## src/rtl/queue_dispatcher.sv

```systemverilog
// ---------------------------------------------------------------------------
// queue_dispatcher
//
// Purpose:
//   Request-side front end for the FP/EDF schedulers. Per-core memory
//   transactions are buffered in NUMBER_OF_QUEUES independent FIFOs. The
//   block publishes an `empty` vector to the scheduler. It pops the queue
//   named by `selection` into a single registered output stage, which
//   hands the transaction to the memory port.
//
// Handshake semantics (both sides):
//   A transfer happens on a rising clock edge where valid and ready are
//   both 1. On the input side, in_ready[i] depends only on registered state.
//   On the output side, once out_valid is 1 then out_valid, out_data and
//   out_queue hold stable until the cycle in which out_ready is 1.
//
// Ports:
//   clock      in   system clock, rising-edge active
//   reset      in   asynchronous active-low reset
//   in_valid   in   [NQ]        per-queue push request
//   in_data    in   [NQ][DW]    per-queue payload
//   in_ready   out  [NQ]        per-queue space available (count != DEPTH)
//   empty      out  [NQ]        per-queue "holds no entries" flag
//   selection  in   [SW]        queue chosen by the scheduler
//   out_valid  out              output stage holds a transaction
//   out_data   out  [DW]        transaction payload
//   out_queue  out  [SW]        source queue of the transaction
//   out_ready  in               downstream accepts the transaction
// ---------------------------------------------------------------------------
module queue_dispatcher #(
    parameter int NUMBER_OF_QUEUES = 4,
    parameter int DATA_WIDTH       = 32,
    parameter int DEPTH            = 4,
    parameter int SELECTION_WIDTH  = $clog2(NUMBER_OF_QUEUES)
) (
    input  logic                                         clock,
    input  logic                                         reset,
    input  logic [NUMBER_OF_QUEUES-1:0]                  in_valid,
    input  logic [NUMBER_OF_QUEUES-1:0][DATA_WIDTH-1:0]  in_data,
    output logic [NUMBER_OF_QUEUES-1:0]                  in_ready,
    output logic [NUMBER_OF_QUEUES-1:0]                  empty,
    input  logic [SELECTION_WIDTH-1:0]                   selection,
    output logic                                         out_valid,
    output logic [DATA_WIDTH-1:0]                        out_data,
    output logic [SELECTION_WIDTH-1:0]                   out_queue,
    input  logic                                         out_ready
);

    localparam int PTR_W = $clog2(DEPTH);
    localparam int CNT_W = PTR_W + 1;
    localparam logic [CNT_W-1:0]         FULL_CNT = CNT_W'(DEPTH);
    // One extra bit so the range check is a real comparison even when
    // NUMBER_OF_QUEUES is a power of two.
    localparam logic [SELECTION_WIDTH:0] NQ_EXT   = (SELECTION_WIDTH + 1)'(NUMBER_OF_QUEUES);

    logic [DATA_WIDTH-1:0] mem   [NUMBER_OF_QUEUES][DEPTH];
    logic [CNT_W-1:0]      count [NUMBER_OF_QUEUES];
    logic [PTR_W-1:0]      wptr  [NUMBER_OF_QUEUES];
    logic [PTR_W-1:0]      rptr  [NUMBER_OF_QUEUES];

    logic [NUMBER_OF_QUEUES-1:0] push;
    logic [NUMBER_OF_QUEUES-1:0] pop_vec;
    logic                        free;
    logic                        sel_nonempty;
    logic                        sel_in_range;
    logic                        pop;
    logic [DATA_WIDTH-1:0]       sel_data;

    // Status flags come from registered counts only. There is therefore no
    // combinational path from selection/out_ready to in_ready or empty.
    always_comb begin
        in_ready = '0;
        empty    = '0;
        push     = '0;
        for (int i = 0; i < NUMBER_OF_QUEUES; i++) begin
            in_ready[i] = (count[i] != FULL_CNT);
            empty[i]    = (count[i] == '0);
            push[i]     = in_valid[i] && (count[i] != FULL_CNT);
        end
    end

    // Pop decision. An out-of-range selection matches no queue, so it can
    // never pop. The explicit range term documents that intent.
    always_comb begin
        sel_nonempty = 1'b0;
        sel_data     = '0;
        pop_vec      = '0;
        free         = !out_valid || out_ready;
        sel_in_range = ({1'b0, selection} < NQ_EXT);
        for (int i = 0; i < NUMBER_OF_QUEUES; i++) begin
            if (selection == SELECTION_WIDTH'(i)) begin
                sel_nonempty = (count[i] != '0);
                sel_data     = mem[i][rptr[i]];
            end
        end
        pop = free && sel_in_range && sel_nonempty;
        for (int i = 0; i < NUMBER_OF_QUEUES; i++) begin
            pop_vec[i] = pop && (selection == SELECTION_WIDTH'(i));
        end
    end

    // Counts and pointers. A push and a pop on the same queue in the same
    // cycle leave the count unchanged. Pointers wrap naturally because
    // DEPTH is a power of two.
    always_ff @(posedge clock or negedge reset) begin
        if (!reset) begin
            for (int i = 0; i < NUMBER_OF_QUEUES; i++) begin
                count[i] <= '0;
                wptr[i]  <= '0;
                rptr[i]  <= '0;
            end
        end else begin
            for (int i = 0; i < NUMBER_OF_QUEUES; i++) begin
                if (push[i]) begin
                    wptr[i] <= wptr[i] + PTR_W'(1);
                end
                if (pop_vec[i]) begin
                    rptr[i] <= rptr[i] + PTR_W'(1);
                end
                case ({push[i], pop_vec[i]})
                    2'b10:   count[i] <= count[i] + CNT_W'(1);
                    2'b01:   count[i] <= count[i] - CNT_W'(1);
                    default: count[i] <= count[i];
                endcase
            end
        end
    end

    // Payload storage is not reset. An entry is readable only after its
    // push has incremented the count.
    always_ff @(posedge clock) begin
        for (int i = 0; i < NUMBER_OF_QUEUES; i++) begin
            if (push[i]) begin
                mem[i][wptr[i]] <= in_data[i];
            end
        end
    end

    // Single-register output stage. When the stage is free and nothing is
    // popped, it empties.
    always_ff @(posedge clock or negedge reset) begin
        if (!reset) begin
            out_valid <= 1'b0;
            out_data  <= '0;
            out_queue <= '0;
        end else if (free) begin
            out_valid <= pop;
            if (pop) begin
                out_data  <= sel_data;
                out_queue <= selection;
            end
        end
    end

endmodule

```

## config.mk

```make
export PLATFORM = sky130hd
export DESIGN_NAME = queue_dispatcher
export DESIGN_NICKNAME = d
export VERILOG_FILES = /design/src/rtl/queue_dispatcher.sv
export SDC_FILE = /design/constraint.sdc
export NUM_CORES = 1
export LEC_CHECK = 0
export CORE_MARGIN = 5
export CORE_UTILIZATION = 45
export CTS_CLUSTER_SIZE = 8
export DETAILED_ROUTE_END_ITERATION = 7
export PLACE_DENSITY_LB_ADDON = 0.15
export SETUP_SLACK_MARGIN = 0.15
export SLEW_MARGIN = 30
export SYNTH_ARGS = -nofsm -noshare
export SYNTH_HDL_FRONTEND = slang
export SYNTH_SLANG_ARGS = --single-unit
export TNS_END_PERCENT = 20
```

## constraint.sdc

```tcl
create_clock -name clock -period 2.7 [get_ports clock]
set_input_delay 0.405 -clock clock [delete_from_list [all_inputs] [get_ports clock]]
set_output_delay 0.405 -clock clock [all_outputs]
set_load 0.05 [all_outputs]
```

==> out/metrics.cfg <==
[setup_path]
r2r-start=count[9]$_DFFE_PN0P_
r2r_setup_slack_ns=0.24
worstSetupPathType=flip-flop to flip-flop
cp_slowest_stage_delay_ns=0.60
worst-r2r-cell-count=9
required_ns=3.21
crit_path_cell_trace=nor3_4, mux4_2, nor4_4, ha_1, inv_1, fa_1, xor2_1, nor2_1, xor2_1
crit_path_frequent_cell=xor2_1
startpoint_type=flip-flop
end_kind=flip-flop
worstPathMaxFanout=5
r2r_end=count[11]$_DFFE_PN0P_
crit_path_top_delay_cell=mux4_2
cp.arrival_ns=2.97

[cts]
cts_buffer_depth=3
ctsRootBufferMaster=clkbuf_16
h-tree-depth=3
cts_made_buffers=81
cts_num_sinks=575
path_clk_slew_ns=0.05
clk_latency_ns=0.60
cts_tree=yes

[outcome]
outcome=completed

[place]
placed_area_um2=25700
hpwl_um=35000
globalplace.congestion=0.765
port_buffers=179
dpl_worst_slack_ns=-0.260

[sta]
max_freq_mhz=407
fin_crit_sh_pct=91.0
tightestPinTransition_ns=0.707
setup_violations=0
hold_viol_final=0
worst_slack_ns=0.243
fin_skew_ns=0.0217
slew_viol_final=0
rsz0062_at_grt=true
maxSlewHeadroom_pct=52.9
fin_crit_ns=2.46

[finish]
area_growth_pct=24.5
layout-drive-gt1-share_pct=26.0
fill_cells=3912
design_area_um2=28100
layout.nets=1574

[synth]
synth_cell_types=46
syn_inst=1130
yosysSeqAreaShare_pct=75.2
async_flop_share_pct=11.0
avgSynthCellArea_um2=20.0
syn-cell-area_um2=22500
synth_edf_count=512
yosysWarnings=0
syn_nets=1291
synthFlopType=edfxtp_1
synth_seq_cells=575

[detailed_routing]
finalWirelength_um=52500
drt_iter0_drc=900
antenna_left=0
drt-pass1-iter-count=5
via_count=11500
routedWlPerCell_um=24.4
route.detailed.drc=0
routed_via_density=5.35

[die]
start_util_pct=45.2
die_w_um=234
num_rows=82
floorplan.core_area_um2=49900
die_h_um=234
pin_count=180
die-area_um2=54700

[global_routing]
grt_pass1_vias=11900
grt_pass1_wl_um=77700
gr-total-overflow=0
antenna_found_initial=8
grt_max_degree=64
grt.total_usage_pct=19.3

[pwr]
total_power_mw=31.3
power_leakage_nw=9.66
p_per_area_nw_per_um2=1120
peakVddDrop_mv=0.577

[job]
max-cap-violations=0

[min_path]
hp-class=input pin to asynchronous set/reset pin

==> layout by cell type (no fill, tap or decap), drive strengths merged, types with 9 or more instances in the layout <==
master | synthesis | layout
xor2 | 15 | 15
clkdlybuf4s50 | 0 | 170
nor2 | 10 | 10
mux4 | 76 | 76
dfrtp | 63 | 63
and3 | 21 | 21
a22oi | 26 | 26
nand2 | 36 | 36
xnor2 | 9 | 9
mux2i | 11 | 11
a221oi | 17 | 17
mux2 | 128 | 128
nor2b | 9 | 9
edfxtp | 512 | 512
o22ai | 29 | 29
clkbuf | 10 | 143
o31ai | 14 | 14
ha | 20 | 20
buf | 44 | 78
inv | 24 | 26
==> critical path: cells and delay by family, from the launching register on <==
family | cells | cell delay, ns
muxes | 1 | 0.60
adders and majority gates | 2 | 0.59
and+or+nand+nor | 3 | 0.39
DFF | 1 | 0.42
xor gates and xnor gates | 2 | 0.30
buffers and inverters | 1 | 0.06
==> power breakdown <==
group | total [mW] | internal, mW | switching, mW
combinational | 9.30 | 4.12 | 5.19
sequential | 12.8 | 11.9 | 0.918
clock | 9.18 | 5.66 | 3.52
total | 31.3 | 21.7 | 9.63
==> cell type report <==
| cell class | count | area (µm²) | area share (%) |
|---|---|---|---|
| Sequential cell | 575 | 17000 | 60.4 |
| Inverter | 24 | 90.1 | 0.321 |
| Clock inverter | 3 | 33.8 | 0.120 |
| Tap cell | 672 | 841 | 3.00 |
| Timing Repair Buffer | 254 | 2600 | 9.26 |
| Antenna cell | 6 | 15.0 | 0.0535 |
| Clock buffer | 143 | 2280 | 8.13 |
| Multi-Input combinational cell | 477 | 5240 | 18.7 |
==> cell families after synthesis <==
group	share of synthesized area, %
multiplexers	14.5
XOR/XNOR	0.932
AND/OR/NAND/NOR	2.57
adder cells (fa/ha/maj)	1.47
buffers and inverters	1.80
AO/OA/AOI/OAI	3.53
flip-flops	75.2
==> sequential cells by signal (all words and copies together), names as in the netlist <==
name and count:
count 12, rptr 8, out_data 32, out_queue 2, wptr 8, out_valid 1
mem 512
==> worst max-delay path by stage <==
stage                    startpoint                    end  slack [ns]  cells past startpoint
2_1_floorplan  count[2]$_DFFE_PN0P_   count[5]$_DFFE_PN0P_        0.21                     10
3_3_place_gp           selection[0]  count[11]$_DFFE_PN0P_       -0.21                      9
3_5_place_dp           selection[0]  count[11]$_DFFE_PN0P_       -0.26                      9
4_1_cts        count[6]$_DFFE_PN0P_            in_ready[1]        0.03                      3
5_1_grt        count[9]$_DFFE_PN0P_  count[11]$_DFFE_PN0P_        0.07                      9
6_report       count[9]$_DFFE_PN0P_  count[11]$_DFFE_PN0P_        0.24                      9
==> cell usage after synthesis, types with 2 or more instances <==
library cell	count	share of area [%]
a2111oi_0	5	0.19
a211oi_1	2	0.067
a221oi_1	17	0.66
a22oi_1	26	0.87
and2_1	8	0.22
and3_1	21	0.58
buf_2	30	0.67
buf_4	6	0.20
buf_6	7	0.35
clkbuf_1	10	0.17
dfrtp_1	63	7.0
edfxtp_1	512	68
fa_1	4	0.36
ha_1	20	1.1
inv_1	24	0.40
mux2_2	126	6.3
mux2i_1	11	0.49
mux4_1	2	0.23
mux4_2	74	7.4
nand2_1	36	0.60
nand2b_1	2	0.055
nand3_1	8	0.18
nor2_1	8	0.13
nor2b_1	9	0.25
nor3_1	4	0.089
o21ai_0	6	0.13
o21bai_1	2	0.067
o22ai_1	29	0.80
o2bb2ai_1	2	0.078
o31ai_1	14	0.47
o41ai_1	5	0.19
xnor2_1	9	0.35
xor2_1	15	0.58
==> timing repair <==
action,CTS,global route
cloned,0,0
gates resized for setup,1,7
buffers inserted,0,0
hold buffers,1,0
endpoints found under the setup margin,6,7
endpoints found under the hold margin,44,0
==> routing by layer <==
metal  vias up  track usage [%]  share of wire [%]
met1      6025             28.0                 45
met4         6             5.87                1.8
met2       273             29.3                 47
met5         -                0              0.078
met3        67             4.76                6.5
li1       5155                -                  -
==> metrics by stage <==
stage               setup TNS (ns)  util [%]  instances  hold slack, ns
floorplan                        0         -       1130           0.109
global placement            -0.499      51.5       2001           0.495
detailed placement          -0.824      51.5       2001           0.495
CTS                              0      56.2       2148           0.408
global route                     0      56.3       2151           0.433
finish                           0      56.3       2154           0.390
Note: power is estimated with default switching activity, not from simulation.
